File: config.mk
export PLATFORM = sky130hd
export DESIGN_NAME = sprite_load_engine
export DESIGN_NICKNAME = d
export VERILOG_FILES = /design/src/rtl/sprite_bus_pkg.sv /design/src/rtl/pixel_unpack.sv /design/src/rtl/sprite_load_engine.sv
export SDC_FILE = /design/constraint.sdc
export NUM_CORES = 1
export LEC_CHECK = 0
export BUFFER_PORTS_ARGS = -buffer_cell sky130_fd_sc_hd__buf_2
export CAP_MARGIN = 40
export CORE_AREA = 5 5 109 111
export CTS_CLUSTER_DIAMETER = 40
export CTS_CLUSTER_SIZE = 24
export DETAILED_ROUTE_END_ITERATION = 7
export DIE_AREA = 0 0 114 116
export GPL_TIMING_DRIVEN = 1
export PLACE_DENSITY = 0.79
export SLEW_MARGIN = 20
export SYNTH_ARGS = -nofsm -noshare
export SYNTH_HDL_FRONTEND = slang
export SYNTH_SLANG_ARGS = --single-unit
File: constraint.sdc
create_clock -name clk -period 2.5 [get_ports clk]
set_input_delay 0.25 -clock clk [delete_from_list [all_inputs] [get_ports clk]]
set_output_delay 0.25 -clock clk [all_outputs]
set_load 0.05 [all_outputs]
File: src/rtl/sprite_bus_pkg.sv
// Shared sprite-core bus map, command encodings and loader FSM states.
package sprite_bus_pkg;

  // Sprite-core register addresses (addr[13] set selects registers)
  localparam logic [13:0] BusAddrBypass = 14'h2000;
  localparam logic [13:0] BusAddrX0     = 14'h2001;
  localparam logic [13:0] BusAddrY0     = 14'h2002;

  typedef enum logic [1:0] {
    OpLoad      = 2'd0,
    OpSetPos    = 2'd1,
    OpSetBypass = 2'd2,
    OpReserved  = 2'd3
  } cmd_op_e;

  typedef enum logic [2:0] {
    StIdle    = 3'd0,
    StFetch   = 3'd1,
    StPix     = 3'd2,
    StCommitX = 3'd3,
    StCommitY = 3'd4,
    StByp     = 3'd5
  } state_e;

endpackage

File: src/rtl/pixel_unpack.sv
// Selects one packed pixel out of a 32-bit data word; pixel 0 sits in the LSBs.
module pixel_unpack #(
  parameter int unsigned PIX_W = 2,
  parameter int unsigned IDX_W = 4
) (
  input  logic [31:0]      word_i,
  input  logic [IDX_W-1:0] idx_i,
  output logic [PIX_W-1:0] pixel_o
);

  // Shift the selected pixel down to bit 0 and truncate
  always_comb begin
    pixel_o = PIX_W'(word_i >> (32'(idx_i) * PIX_W));
  end

endmodule

File: src/rtl/sprite_load_engine.sv
// Sprite loader: streams packed pixel words into sprite RAM, and applies
// position/bypass updates to the sprite core over a simple strobe bus.
module sprite_load_engine
  import sprite_bus_pkg::*;
#(
  parameter int unsigned ADDR_WIDTH = 10,
  parameter int unsigned PIX_W      = 2
) (
  input  logic                  clk,
  input  logic                  reset_n,
  input  logic                  cmd_valid,
  output logic                  cmd_ready,
  input  logic [1:0]            cmd_op,
  input  logic [ADDR_WIDTH-1:0] cmd_base,
  input  logic [ADDR_WIDTH:0]   cmd_len,
  input  logic [10:0]           cmd_x,
  input  logic [10:0]           cmd_y,
  input  logic                  cmd_bypass,
  input  logic                  dat_valid,
  output logic                  dat_ready,
  input  logic [31:0]           dat_word,
  input  logic                  frame_start,
  output logic                  cs,
  output logic                  write,
  output logic [13:0]           addr,
  output logic [31:0]           wr_data,
  output logic                  busy,
  output logic                  done
);

  localparam int unsigned PixPerWord = 32 / PIX_W;
  localparam int unsigned IdxW       = (PixPerWord > 1) ? $clog2(PixPerWord) : 1;
  localparam logic [IdxW-1:0] LastIdx = IdxW'(PixPerWord - 1);

  state_e                state_q;
  logic [ADDR_WIDTH-1:0] ptr_q;       // address of the next pixel write
  logic [ADDR_WIDTH:0]   rem_q;       // pixels still to be written
  logic [IdxW-1:0]       pix_idx_q;   // index of the pixel currently on the bus
  logic [31:0]           word_q;
  logic [10:0]           pend_x_q;
  logic [10:0]           pend_y_q;
  logic                  pend_q;
  logic                  commit_req_q;
  logic                  rdy_q;       // holds cmd_ready low through reset
  logic                  cs_q;
  logic                  write_q;
  logic [13:0]           addr_q;
  logic [31:0]           wr_data_q;
  logic                  done_q;

  logic                  commit_due;
  logic                  cmd_hs;
  logic [31:0]           unpack_word;
  logic [IdxW-1:0]       unpack_idx;
  logic [PIX_W-1:0]      unpack_pixel;

  assign commit_due = pend_q && commit_req_q;
  assign cmd_ready  = rdy_q && (state_q == StIdle) && !commit_due;
  assign cmd_hs     = cmd_valid && cmd_ready;
  assign dat_ready  = (state_q == StFetch);
  assign busy       = (state_q != StIdle) || commit_req_q;
  assign cs         = cs_q;
  assign write      = write_q;
  assign addr       = addr_q;
  assign wr_data    = wr_data_q;
  assign done       = done_q;

  // Pixel 0 comes straight off the data port at the handshake; later pixels
  // come from the latched word.
  always_comb begin
    unpack_word = word_q;
    unpack_idx  = pix_idx_q + 1'b1;
    if (state_q == StFetch) begin
      unpack_word = dat_word;
      unpack_idx  = '0;
    end
  end

  pixel_unpack #(
    .PIX_W (PIX_W),
    .IDX_W (IdxW)
  ) u_pixel_unpack (
    .word_i  (unpack_word),
    .idx_i   (unpack_idx),
    .pixel_o (unpack_pixel)
  );

  // Control FSM; bus strobes and done are registered alongside the state
  always_ff @(posedge clk or negedge reset_n) begin
    if (!reset_n) begin
      state_q      <= StIdle;
      ptr_q        <= '0;
      rem_q        <= '0;
      pix_idx_q    <= '0;
      word_q       <= '0;
      pend_x_q     <= '0;
      pend_y_q     <= '0;
      pend_q       <= 1'b0;
      commit_req_q <= 1'b0;
      rdy_q        <= 1'b0;
      cs_q         <= 1'b0;
      write_q      <= 1'b0;
      addr_q       <= '0;
      wr_data_q    <= '0;
      done_q       <= 1'b0;
    end else begin
      rdy_q   <= 1'b1;
      cs_q    <= 1'b0;
      write_q <= 1'b0;
      done_q  <= 1'b0;
      // A vblank only matters when a position update is waiting
      if (frame_start && pend_q) begin
        commit_req_q <= 1'b1;
      end
      case (state_q)
        StIdle: begin
          if (commit_due) begin
            state_q   <= StCommitX;
            cs_q      <= 1'b1;
            write_q   <= 1'b1;
            addr_q    <= BusAddrX0;
            wr_data_q <= 32'(pend_x_q);
          end else if (cmd_hs) begin
            case (cmd_op_e'(cmd_op))
              OpLoad: begin
                if (cmd_len == '0) begin
                  done_q <= 1'b1;
                end else begin
                  ptr_q   <= cmd_base;
                  rem_q   <= cmd_len;
                  state_q <= StFetch;
                end
              end
              OpSetPos: begin
                pend_x_q <= cmd_x;
                pend_y_q <= cmd_y;
                pend_q   <= 1'b1;
                done_q   <= 1'b1;
              end
              OpSetBypass: begin
                state_q   <= StByp;
                cs_q      <= 1'b1;
                write_q   <= 1'b1;
                addr_q    <= BusAddrBypass;
                wr_data_q <= 32'(cmd_bypass);
              end
              default: begin
                done_q <= 1'b1;
              end
            endcase
          end
        end
        StFetch: begin
          if (dat_valid) begin
            word_q    <= dat_word;
            pix_idx_q <= '0;
            state_q   <= StPix;
            cs_q      <= 1'b1;
            write_q   <= 1'b1;
            addr_q    <= 14'(ptr_q);
            wr_data_q <= 32'(unpack_pixel);
            ptr_q     <= ptr_q + 1'b1;
            rem_q     <= rem_q - 1'b1;
          end
        end
        StPix: begin
          if (rem_q == '0) begin
            state_q <= StIdle;
            done_q  <= 1'b1;
          end else if (pix_idx_q == LastIdx) begin
            state_q <= StFetch;
          end else begin
            pix_idx_q <= pix_idx_q + 1'b1;
            cs_q      <= 1'b1;
            write_q   <= 1'b1;
            addr_q    <= 14'(ptr_q);
            wr_data_q <= 32'(unpack_pixel);
            ptr_q     <= ptr_q + 1'b1;
            rem_q     <= rem_q - 1'b1;
          end
        end
        StCommitX: begin
          state_q   <= StCommitY;
          cs_q      <= 1'b1;
          write_q   <= 1'b1;
          addr_q    <= BusAddrY0;
          wr_data_q <= 32'(pend_y_q);
        end
        StCommitY: begin
          state_q      <= StIdle;
          pend_q       <= 1'b0;
          commit_req_q <= 1'b0;
        end
        StByp: begin
          state_q <= StIdle;
          done_q  <= 1'b1;
        end
        default: begin
          state_q <= StIdle;
        end
      endcase
    end
  end

endmodule

==> impl_metrics.env, run 1 <==
export IMPL_multi_input_area_mm2=0.00262
export IMPL_die_x_um=114
export IMPL_area_delta_synth_final_pct=16.2
export IMPL_synth_cell_types=71
export IMPL_ys_flop_type="dfrtp_1"
export IMPL_wl_mm=13.6
export IMPL_grt_antenna_before_repair=1
export IMPL_vias=4521
export IMPL_rsz0062_at_grt="no"
export IMPL_drt_iter0_drc=292
export IMPL_firstDrtPassIters=5
export IMPL_ys_ff_latch=109
export IMPL_final_nets=715
export IMPL_fmax_mhz=432
export IMPL_post_route_min_period_ns=2.32
export IMPL_synth_enable_flop_cells=0
export IMPL_grt_pass1_vias=4511
export IMPL_critPathKind="flop to flop"
export IMPL_cts_buffer_depth=2
export IMPL_grt_busiest_layer="met2"
export IMPL_critPathArrivalTime_ns=2.60
export IMPL_required_ns=2.78
export IMPL_die_h_um=116
export IMPL_finalClockSkew_ns=0.0125
export IMPL_start_util_pct=52.8
export IMPL_numClockSinks=109
export IMPL_setup_violations=0
export IMPL_post_drt_via_cell_ratio=5.84
export IMPL_clockRootBuffer="clkbuf_8"
export IMPL_pin_count=135
export IMPL_insertion_delay_ns=0.38
export IMPL_cpPeakStageDelay_ns=0.42
export IMPL_fin_hold_ws_ns=0.102
export IMPL_numCtsBuffers=9
export IMPL_syn_mean_instance_area_um2=10.8
export IMPL_tritoncts="done"
export IMPL_path_delay_family="compound AO/OA/AOI/OAI gates"
export IMPL_worst_slack_ns=0.183
export IMPL_tightestPinTransition_ns=0.583
export IMPL_use_met2_pct=34.3
export IMPL_fin_crit_sh_pct=92.7
export IMPL_grt_overflow=0
export IMPL_drive_gt1_share_pct=34.5
export IMPL_htreeDepth=3
export IMPL_start_kind="flop"
export IMPL_clkTransAtPathRegs_ns=0.11
export IMPL_power_density_mw_per_mm2=1350
export IMPL_syn_area_mm2=0.00565
export IMPL_synth_warnings=0
export IMPL_preCtsSetupSlack_ns=0.153
export IMPL_grtUsageTotal_pct=20.8
export IMPL_slew_headroom_pct=61.0
export IMPL_hold_path_class="input pin to flop"
export IMPL_gp_congestion=0.899
export IMPL_synth_seq_area_share_pct=48.3
export IMPL_ant_nets=0
export IMPL_dp_hpwl_mm=9.82
export IMPL_seq_area_mm2=0.00273
export IMPL_cp_depth=8
export IMPL_status="finished, final reports clean"
export IMPL_coreArea_mm2=0.0107
export IMPL_crit_chain="inv_1 -> ha_1 -> nor3b_2 -> nand4b_1 -> a211oi_4 -> buf_12 -> a221oi_1 -> a32oi_1"
export IMPL_use_met1_pct=27.7
export IMPL_final_cell_mix="dfrtp_1, buf_2, mux2_2"
export IMPL_synthCells=521
export IMPL_worst_path_max_delay_cell="dfrtp_1"
export IMPL_finalNonFillerCells=774
export IMPL_route_detailed_drc=0
export IMPL_n_antenna_cell=0
export IMPL_io_buffers=110
export IMPL_finalSetupTns_ns=0
export IMPL_std_cell_rows=38
export IMPL_use_met3_pct=3.19
export IMPL_p_leak_uw=0.00298
export IMPL_vdd_drop_max_mv=0.586
export IMPL_nFillCells=879
export IMPL_grt_max_degree=66
export IMPL_dieArea_mm2=0.0132
export IMPL_hold_path_cell_count=2
export IMPL_finalMaxSlewViolations=0
export IMPL_end_kind="flop"
export IMPL_grt_first_pass_wirelength_mm=22.0
export IMPL_post_cts_setup_buffers=0
export IMPL_critPathBufInv=2
export IMPL_ff2ff_path_depth=8
export IMPL_dp_cells=757
export IMPL_hold_violations=0
export IMPL_wl_per_cell_um=17.5
export IMPL_path_max_fanout=45
export IMPL_maxCapViolations=0
export IMPL_ys_async_sr_fraction_pct=100
power breakdown:
group          internal [uW]  switching [uW]
registers               2560             589
logic                   1910            2720
clock network            477             626
total                   4950            3940
routing by layer:
metal  up-vias  share of wire [%]
met1      2222                 43
met5         -               0.13
met3        18                7.4
li1       2094                  -
met2       185                 48
met4         2                1.5
layout make-up:
class	count	share of cell area, %
clock buffer	9	1.89
clock inverter	7	1.26
inverter	13	0.744
multi-input combinational	366	40.0
sequential	109	41.6
tap	140	2.67
timing repair buffer	130	11.9
worst register-to-register path: stages (launching register included):
cell and delay [ns]:
dfrtp_1 0.42, inv_1 0.09, ha_1 0.21, nor3b_2 0.33, nand4b_1 0.25, a211oi_4 0.34
buf_12 0.24, a221oi_1 0.08, a32oi_1 0.26
registers in the layout, summed over array words and instances, names as in the netlist, 3 cells and up:
name / flops
pix_idx_q: 4
rem_q: 11
pend_x_q: 11
ptr_q: 10
addr: 11
state_q: 3
wr_data: 11
word_q: 32
pend_y_q: 11
worst paths after layout:
| kind | startpoint | end | slack [ns] |
|---|---|---|---|
| max reg2reg | rem_q[0]$_DFFE_PN0P_ | wr_data[1]$_DFFE_PN0P_ | 0.18 |
| min | dat_word[10] | word_q[10]$_DFFE_PN0P_ | 0.10 |
| max in group asynchronous | reset_n | wr_data[4]$_DFFE_PN0P_ | 1.38 |
| min reg2reg | wr_data[7]$_DFFE_PN0P_ | wr_data[7]$_DFFE_PN0P_ | 0.49 |
| min in group asynchronous | reset_n | word_q[14]$_DFFE_PN0P_ | 0.39 |
| max | rem_q[0]$_DFFE_PN0P_ | wr_data[1]$_DFFE_PN0P_ | 0.18 |
metrics by stage:
step | cell area (um^2) | util (%) | total power, uW
after global placement | 6340 | 59.3 | 7590
after detailed placement | 6340 | 59.3 | 7770
after CTS | 6560 | 61.3 | 8910
final | 6560 | 61.3 | 8890
after floorplan | 5730 | - | 6530
after global routing | 6560 | 61.3 | 9490
cell usage after synthesis (6+ instances only):
cell type  number  area share (%)
a41oi_1         7             1.1
dfrtp_1       109              48
buf_4          25             3.3
clkbuf_1       16             1.1
a21oi_1        18             1.6
nand2b_1       12             1.3
o21ai_0        32             2.8
nand4_1         6            0.66
nand2_1        45             3.0
inv_1          12            0.80
buf_2          12             1.1
nand3_1        10            0.89
o31ai_1         7            0.93
a31oi_1         8            0.89
o2bb2ai_1       8             1.2
mux2_2         55              11
mux2i_1         9             1.6
o2111ai_1       6            0.93
nor3_1          8            0.71
a22oi_1        13             1.7
nor2_1         19             1.3
repair_timing:
| action | 4_1_cts | 5_1_grt |
|---|---|---|
| endpoints found under the hold margin | 38 | 0 |
| hold buffers | 1 | 0 |
| endpoints found under the setup margin | 0 | 2 |
| resized for setup | 0 | 1 |
kinds of logic (layout without fill, tap and decap cells):
logic type	after synthesis	count (layout)	share of synthesized area, %
XOR/XNOR	2	2	0.310
AO/OA/AOI/OAI	133	133	16.6
other	2	25	0.133
AND/OR/NAND/NOR	134	134	12.7
adder cells (fa/ha/maj)	3	3	0.665
buffers and inverters	69	159	6.91
flip-flops	109	109	48.3
multiplexers	69	69	14.4
No activity file was read; power rests on OpenSTA's default activity.
==> run 2, diff against run 1 <==
--- a/config.mk
+++ b/config.mk
@@ -15,4 +15,5 @@
 export GPL_TIMING_DRIVEN = 1
 export PLACE_DENSITY = 0.79
+export RECOVER_POWER = 25
 export SLEW_MARGIN = 20
 export SYNTH_ARGS = -nofsm -noshare
==> constraint.sdc (replaced) <==
create_clock -name clk -period 2.5 [get_ports clk]
set_input_delay 0.125 -clock clk [delete_from_list [all_inputs] [get_ports clk]]
set_output_delay 0.125 -clock clk [all_outputs]
set_load 0.05 [all_outputs]
==> run 2 against run 1 <==
Clock skew rose by 0.0052 ns. Setup slack got worse by 0.055 ns. Sequential cell count did not move. Register-to-register slack got worse by 0.06 ns. Cell area rose by 8.0%. Power rose by 1.2%. Critical path type unchanged. Largest power group unchanged. Highest routed layer unchanged.
==> impl_metrics.env, run 2 (synthesized netlist as in run 1, its figures left out) <==
export IMPL_placed_area_mm2=0.00634
export IMPL_clockPowerShare_pct=11.8
export IMPL_insertion_delay_ns=0.40
export IMPL_numClockSinks=109
export IMPL_dp_cells=759
export IMPL_setup_violations=0
export IMPL_maxCapViolations=0
export IMPL_finalMaxSlewViolations=0
export IMPL_regMostFlops="word_q"
export IMPL_gp_congestion=0.901
export IMPL_largest_register_ffs=32
export IMPL_total_power_uw=8990
export IMPL_drive_gt1_share_pct=32.0
export IMPL_path_max_fanout=45
export IMPL_status="finished, final reports clean"
export IMPL_critPathKind="flop to flop"
export IMPL_grtUsageTotal_pct=23.0
export IMPL_hold_violations=0
export IMPL_final_util_pct=66.3
export IMPL_numCtsBuffers=9
export IMPL_start_util_pct=52.8
export IMPL_critPathBufInv=2
export IMPL_firstDrtPassIters=5
export IMPL_ant_nets=0
export IMPL_hold_path_class="input pin to flop"
export IMPL_fmax_mhz=422
export IMPL_drt_iter0_drc=353
export IMPL_wl_mm=14.9
export IMPL_vias=4779
export IMPL_crit_chain="inv_1 -> ha_1 -> nor3b_4 -> nand4b_1 -> a211oi_4 -> buf_12 -> a221oi_1 -> a32oi_1"
export IMPL_coreArea_mm2=0.0107
export IMPL_post_drt_via_cell_ratio=5.75
export IMPL_final_nets=772
export IMPL_n_antenna_cell=0
export IMPL_clkTransAtPathRegs_ns=0.11
export IMPL_clockRootBuffer="clkbuf_8"
export IMPL_pwr_share_comb_pct=52.9
export IMPL_dieArea_mm2=0.0132
export IMPL_power_density_mw_per_mm2=1270
export IMPL_final_cell_mix="dfrtp_1, buf_2, dlygate4sd3_1"
export IMPL_vdd_drop_max_mv=0.615
export IMPL_tritoncts="done"
export IMPL_grt_antenna_before_repair=1
export IMPL_grt_pass1_vias=4879
export IMPL_post_route_min_period_ns=2.37
export IMPL_grt_max_degree=46
export IMPL_htreeDepth=3
export IMPL_fin_crit_sh_pct=94.9
export IMPL_slew_headroom_pct=24.1
export IMPL_dp_hpwl_mm=9.93
export IMPL_finalNonFillerCells=831
export IMPL_grt_overflow=0
export IMPL_cpPeakStageDelay_ns=0.44
export IMPL_io_buffers=110
export IMPL_end_kind="flop"
export IMPL_intPower_uw=4900
export IMPL_tightestPinTransition_ns=1.14
export IMPL_std_cell_rows=38
export IMPL_area_delta_synth_final_pct=25.6
export IMPL_finalClockSkew_ns=0.0177
export IMPL_p_leak_uw=0.00320
export IMPL_required_ns=2.81
export IMPL_critPathArrivalTime_ns=2.68
export IMPL_wl_per_cell_um=17.9
export IMPL_route_detailed_drc=0
export IMPL_power_switching_uw=4090
export IMPL_die_h_um=116
export IMPL_sw_frac_of_total_pct=45.5
export IMPL_cts_buffer_depth=2
export IMPL_path_delay_family="compound AO/OA/AOI/OAI gates"
export IMPL_seq_power_share_pct=35.4
export IMPL_start_kind="flop"
export IMPL_finalSetupTns_ns=0
export IMPL_die_x_um=114
export IMPL_worst_path_max_delay_cell="dfrtp_1"
export IMPL_pin_count=135
export IMPL_grt_first_pass_wirelength_mm=24.1
export IMPL_fin_area_mm2=0.00709
==> run 2: worst reg2reg max path: stages, from the launching register on <==
cell and delay, ns:
dfrtp_1 0.44, inv_1 0.10, ha_1 0.24, nor3b_4 0.31, nand4b_1 0.25, a211oi_4 0.37, buf_12 0.25, a221oi_1 0.11
a32oi_1 0.22
==> run 2: routing by layer <==
layer / part of all wire [%] / wire length [um] / track usage, %
met1: 41 / 6140 / 29.5
met2: 49 / 7360 / 38.3
met3: 6.6 / 991 / 3.92
met4: 2.7 / 403 / 10.6
met5: 0.10 / 15 / 0
==> run 2: metrics by stage <==
stage	hold WS, ns	worst slack (ns)
2_1_floorplan	-0.171	0.346
3_3_place_gp	0.163	0.159
3_5_place_dp	0.170	0.0805
4_1_cts	0.0234	0.0263
5_1_grt	0.0423	-0.00334
6_report	0.0282	0.128
==> run 2: repair_timing <==
item	4_1_cts	5_1_grt
hold endpoints to repair	96	0
buffers inserted	0	0
setup endpoints to repair	0	2
hold buffers	56	0
gates resized for setup	0	2
==> run 2: cell type report <==
| cell class | count | area [um^2] |
|---|---|---|
| clock buffers | 9 | 124 |
| fillers | 790 | 3610 |
| clock inverters | 7 | 67.6 |
| repair buffers | 187 | 1320 |
| flip-flops and latches | 109 | 2730 |
| multi-input cells | 366 | 2630 |
| well taps | 140 | 175 |
| inverters | 13 | 48.8 |
==> run 2: worst paths after layout <==
check                                               to  slack, ns  cells past startpoint                   start
max in group asynchronous         ptr_q[0]$_DFFE_PN0P_       0.63                      3                 reset_n
worst max register to register  wr_data[1]$_DFFE_PN0P_       0.13                      8    rem_q[0]$_DFFE_PN0P_
min in group asynchronous       word_q[14]$_DFFE_PN0P_       0.46                      2                 reset_n
worst max-delay path            wr_data[1]$_DFFE_PN0P_       0.13                      8    rem_q[0]$_DFFE_PN0P_
worst min register to register  wr_data[7]$_DFFE_PN0P_       0.49                      2  wr_data[7]$_DFFE_PN0P_
worst min-delay path              ptr_q[9]$_DFFE_PN0P_       0.03                      3             cmd_base[9]
==> run 2: power groups by stage <==
| stage | clock, uW | combinational, uW | sequential, uW |
|---|---|---|---|
| after floorplan | 0 | 3170 | 3360 |
| after global placement | 0 | 4480 | 3110 |
| after detailed placement | 0 | 4620 | 3160 |
| after CTS | 1070 | 4690 | 3130 |
| after global routing | 1140 | 5190 | 3260 |
| final | 1060 | 4750 | 3180 |
==> run 3, diff against run 2 <==
CORE_AREA = 5 5 120 122   (was 5 5 109 111)
DIE_AREA = 0 0 125 127   (was 0 0 114 116)
PLACE_DENSITY = 0.66   (was 0.79)
==> run 3 against run 2 <==
Register-to-register slack gained 0.05 ns. Sequential power about the same. Combinational power shrank 2%. Power grew 2.5%. Global-route usage down 5.3 points. Routed wire length down 4.9%. Critical endpoint is now addr[1]$_DFFE_PN0P_.
==> impl_metrics.env, run 3 (synthesized netlist as in run 1, its figures left out) <==
export IMPL_start_kind="flop"
export IMPL_finalMaxSlewViolations=0
export IMPL_post_cts_setup_buffers=0
export IMPL_fin_area_mm2=0.00689
export IMPL_tritoncts="done"
export IMPL_post_route_min_period_ns=2.32
export IMPL_critPathArrivalTime_ns=2.56
export IMPL_coreArea_mm2=0.0131
export IMPL_post_drt_via_cell_ratio=5.49
export IMPL_final_util_pct=52.7
export IMPL_regMostFlops="word_q"
export IMPL_route_detailed_drc=0
export IMPL_firstDrtPassIters=5
export IMPL_grt_pass1_vias=4594
export IMPL_wl_per_cell_um=17.0
export IMPL_drt_iter0_drc=477
export IMPL_clockRootBuffer="clkbuf_16"
export IMPL_grt_first_pass_wirelength_mm=23.1
export IMPL_critPathKind="flop to flop"
export IMPL_die_x_um=125
export IMPL_area_delta_synth_final_pct=22.1
export IMPL_fin_hold_ws_ns=0.00917
export IMPL_finalSetupTns_ns=0
export IMPL_final_nets=739
export IMPL_grt_antenna_before_repair=0
export IMPL_numCtsBuffers=9
export IMPL_p_leak_uw=0.00311
export IMPL_drive_gt1_share_pct=33.6
export IMPL_cts_resized=0
export IMPL_status="finished, final reports clean"
export IMPL_grt_max_degree=110
export IMPL_ant_nets=0
export IMPL_required_ns=2.74
export IMPL_fin_crit_sh_pct=92.8
export IMPL_std_cell_rows=42
export IMPL_insertion_delay_ns=0.35
export IMPL_numClockSinks=109
export IMPL_io_buffers=110
export IMPL_nFillCells=1182
export IMPL_power_density_mw_per_mm2=1340
export IMPL_placed_area_mm2=0.00637
export IMPL_fmax_mhz=431
export IMPL_gp_congestion=0.869
export IMPL_hold_violations=0
export IMPL_end_kind="flop"
export IMPL_htreeDepth=3
export IMPL_setup_violations=0
export IMPL_finalNonFillerCells=835
export IMPL_final_cell_mix="dfrtp_1, buf_2, mux2_2"
export IMPL_die_h_um=127
export IMPL_dp_cells=795
export IMPL_maxCapViolations=0
export IMPL_clkTransAtPathRegs_ns=0.08
export IMPL_path_max_fanout=30
export IMPL_pin_count=135
export IMPL_finalClockSkew_ns=0.00842
export IMPL_vias=4585
export IMPL_largest_register_ffs=32
export IMPL_grtUsageTotal_pct=17.7
export IMPL_reg2reg_slack_ns=0.18
export IMPL_dp_hpwl_mm=10.0
export IMPL_dieArea_mm2=0.0159
export IMPL_vdd_drop_max_mv=0.646
export IMPL_hold_path_class="input pin to flop"
export IMPL_rsz0062_at_grt="no"
export IMPL_cts_buffer_depth=2
export IMPL_tightestPinTransition_ns=1.49
export IMPL_grt_overflow=0
export IMPL_wl_mm=14.2
export IMPL_slew_headroom_pct=0.754
export IMPL_hold_buffers=21
export IMPL_start_util_pct=43.1
## run 3: changes by cell type in the layout (fill, tap and decap cells not counted), sizes merged
| cell | before | now |
|---|---|---|
| diode | 0 | 1 |
| buf | 129 | 130 |
| dlygate4sd3 | 56 | 22 |
| inv | 16 | 15 |
| clkbuf | 11 | 12 |
## run 3: worst paths after layout
check | from | end | cells past startpoint
setup / recovery | rem_q[0]$_DFFE_PN0P_ | addr[1]$_DFFE_PN0P_ | 8
hold / removal | dat_word[5] | word_q[5]$_DFFE_PN0P_ | 2
setup reg to reg | rem_q[0]$_DFFE_PN0P_ | addr[1]$_DFFE_PN0P_ | 8
hold reg to reg | wr_data[8]$_DFFE_PN0P_ | wr_data[8]$_DFFE_PN0P_ | 2
max in group asynchronous | reset_n | ptr_q[6]$_DFFE_PN0P_ | 3
min in group asynchronous | reset_n | word_q[10]$_DFFE_PN0P_ | 3
## run 3: routing by layer
metal	global-route usage (%)	vias up	part of all wire, %
met5	0	-	0
met4	5.29	0	1.6
met3	3.80	18	6.2
met2	28.3	171	47
met1	24.3	2252	45
li1	-	2144	-
## run 3: critical path, cell delays in order (launching register included)
cell	delay, ns
dfrtp_1	0.41
inv_1	0.10
ha_1	0.21
nor3b_2	0.32
nand4b_1	0.26
a211oi_4	0.35
buf_4	0.33
a211oi_1	0.07
a21o_1	0.16
## run 3: layout make-up
cell class | count | area (um^2) | share of cell area [%]
Sequential cell | 109 | 2730 | 39.6
Multi-Input combinational cell | 366 | 2620 | 38.0
Timing Repair Buffer | 154 | 983 | 14.3
Clock buffer | 10 | 239 | 3.47
Tap cell | 176 | 220 | 3.19
Clock inverter | 6 | 55.1 | 0.799
Inverter | 13 | 48.8 | 0.708
Antenna cell | 1 | 2.50 | 0.0363
## run 3: metrics by stage
stage | setup WS (ns) | power, uW
floorplan | 0.346 | 6530
global placement | 0.233 | 7620
detailed placement | 0.218 | 7780
CTS | 0.195 | 9220
global route | 0.0210 | 9880
finish | 0.179 | 9220
## run 3: where the power goes
group	internal [uW]	switching (uW)
Combinational	1940	2730
Clock	721	677
Sequential	2560	586
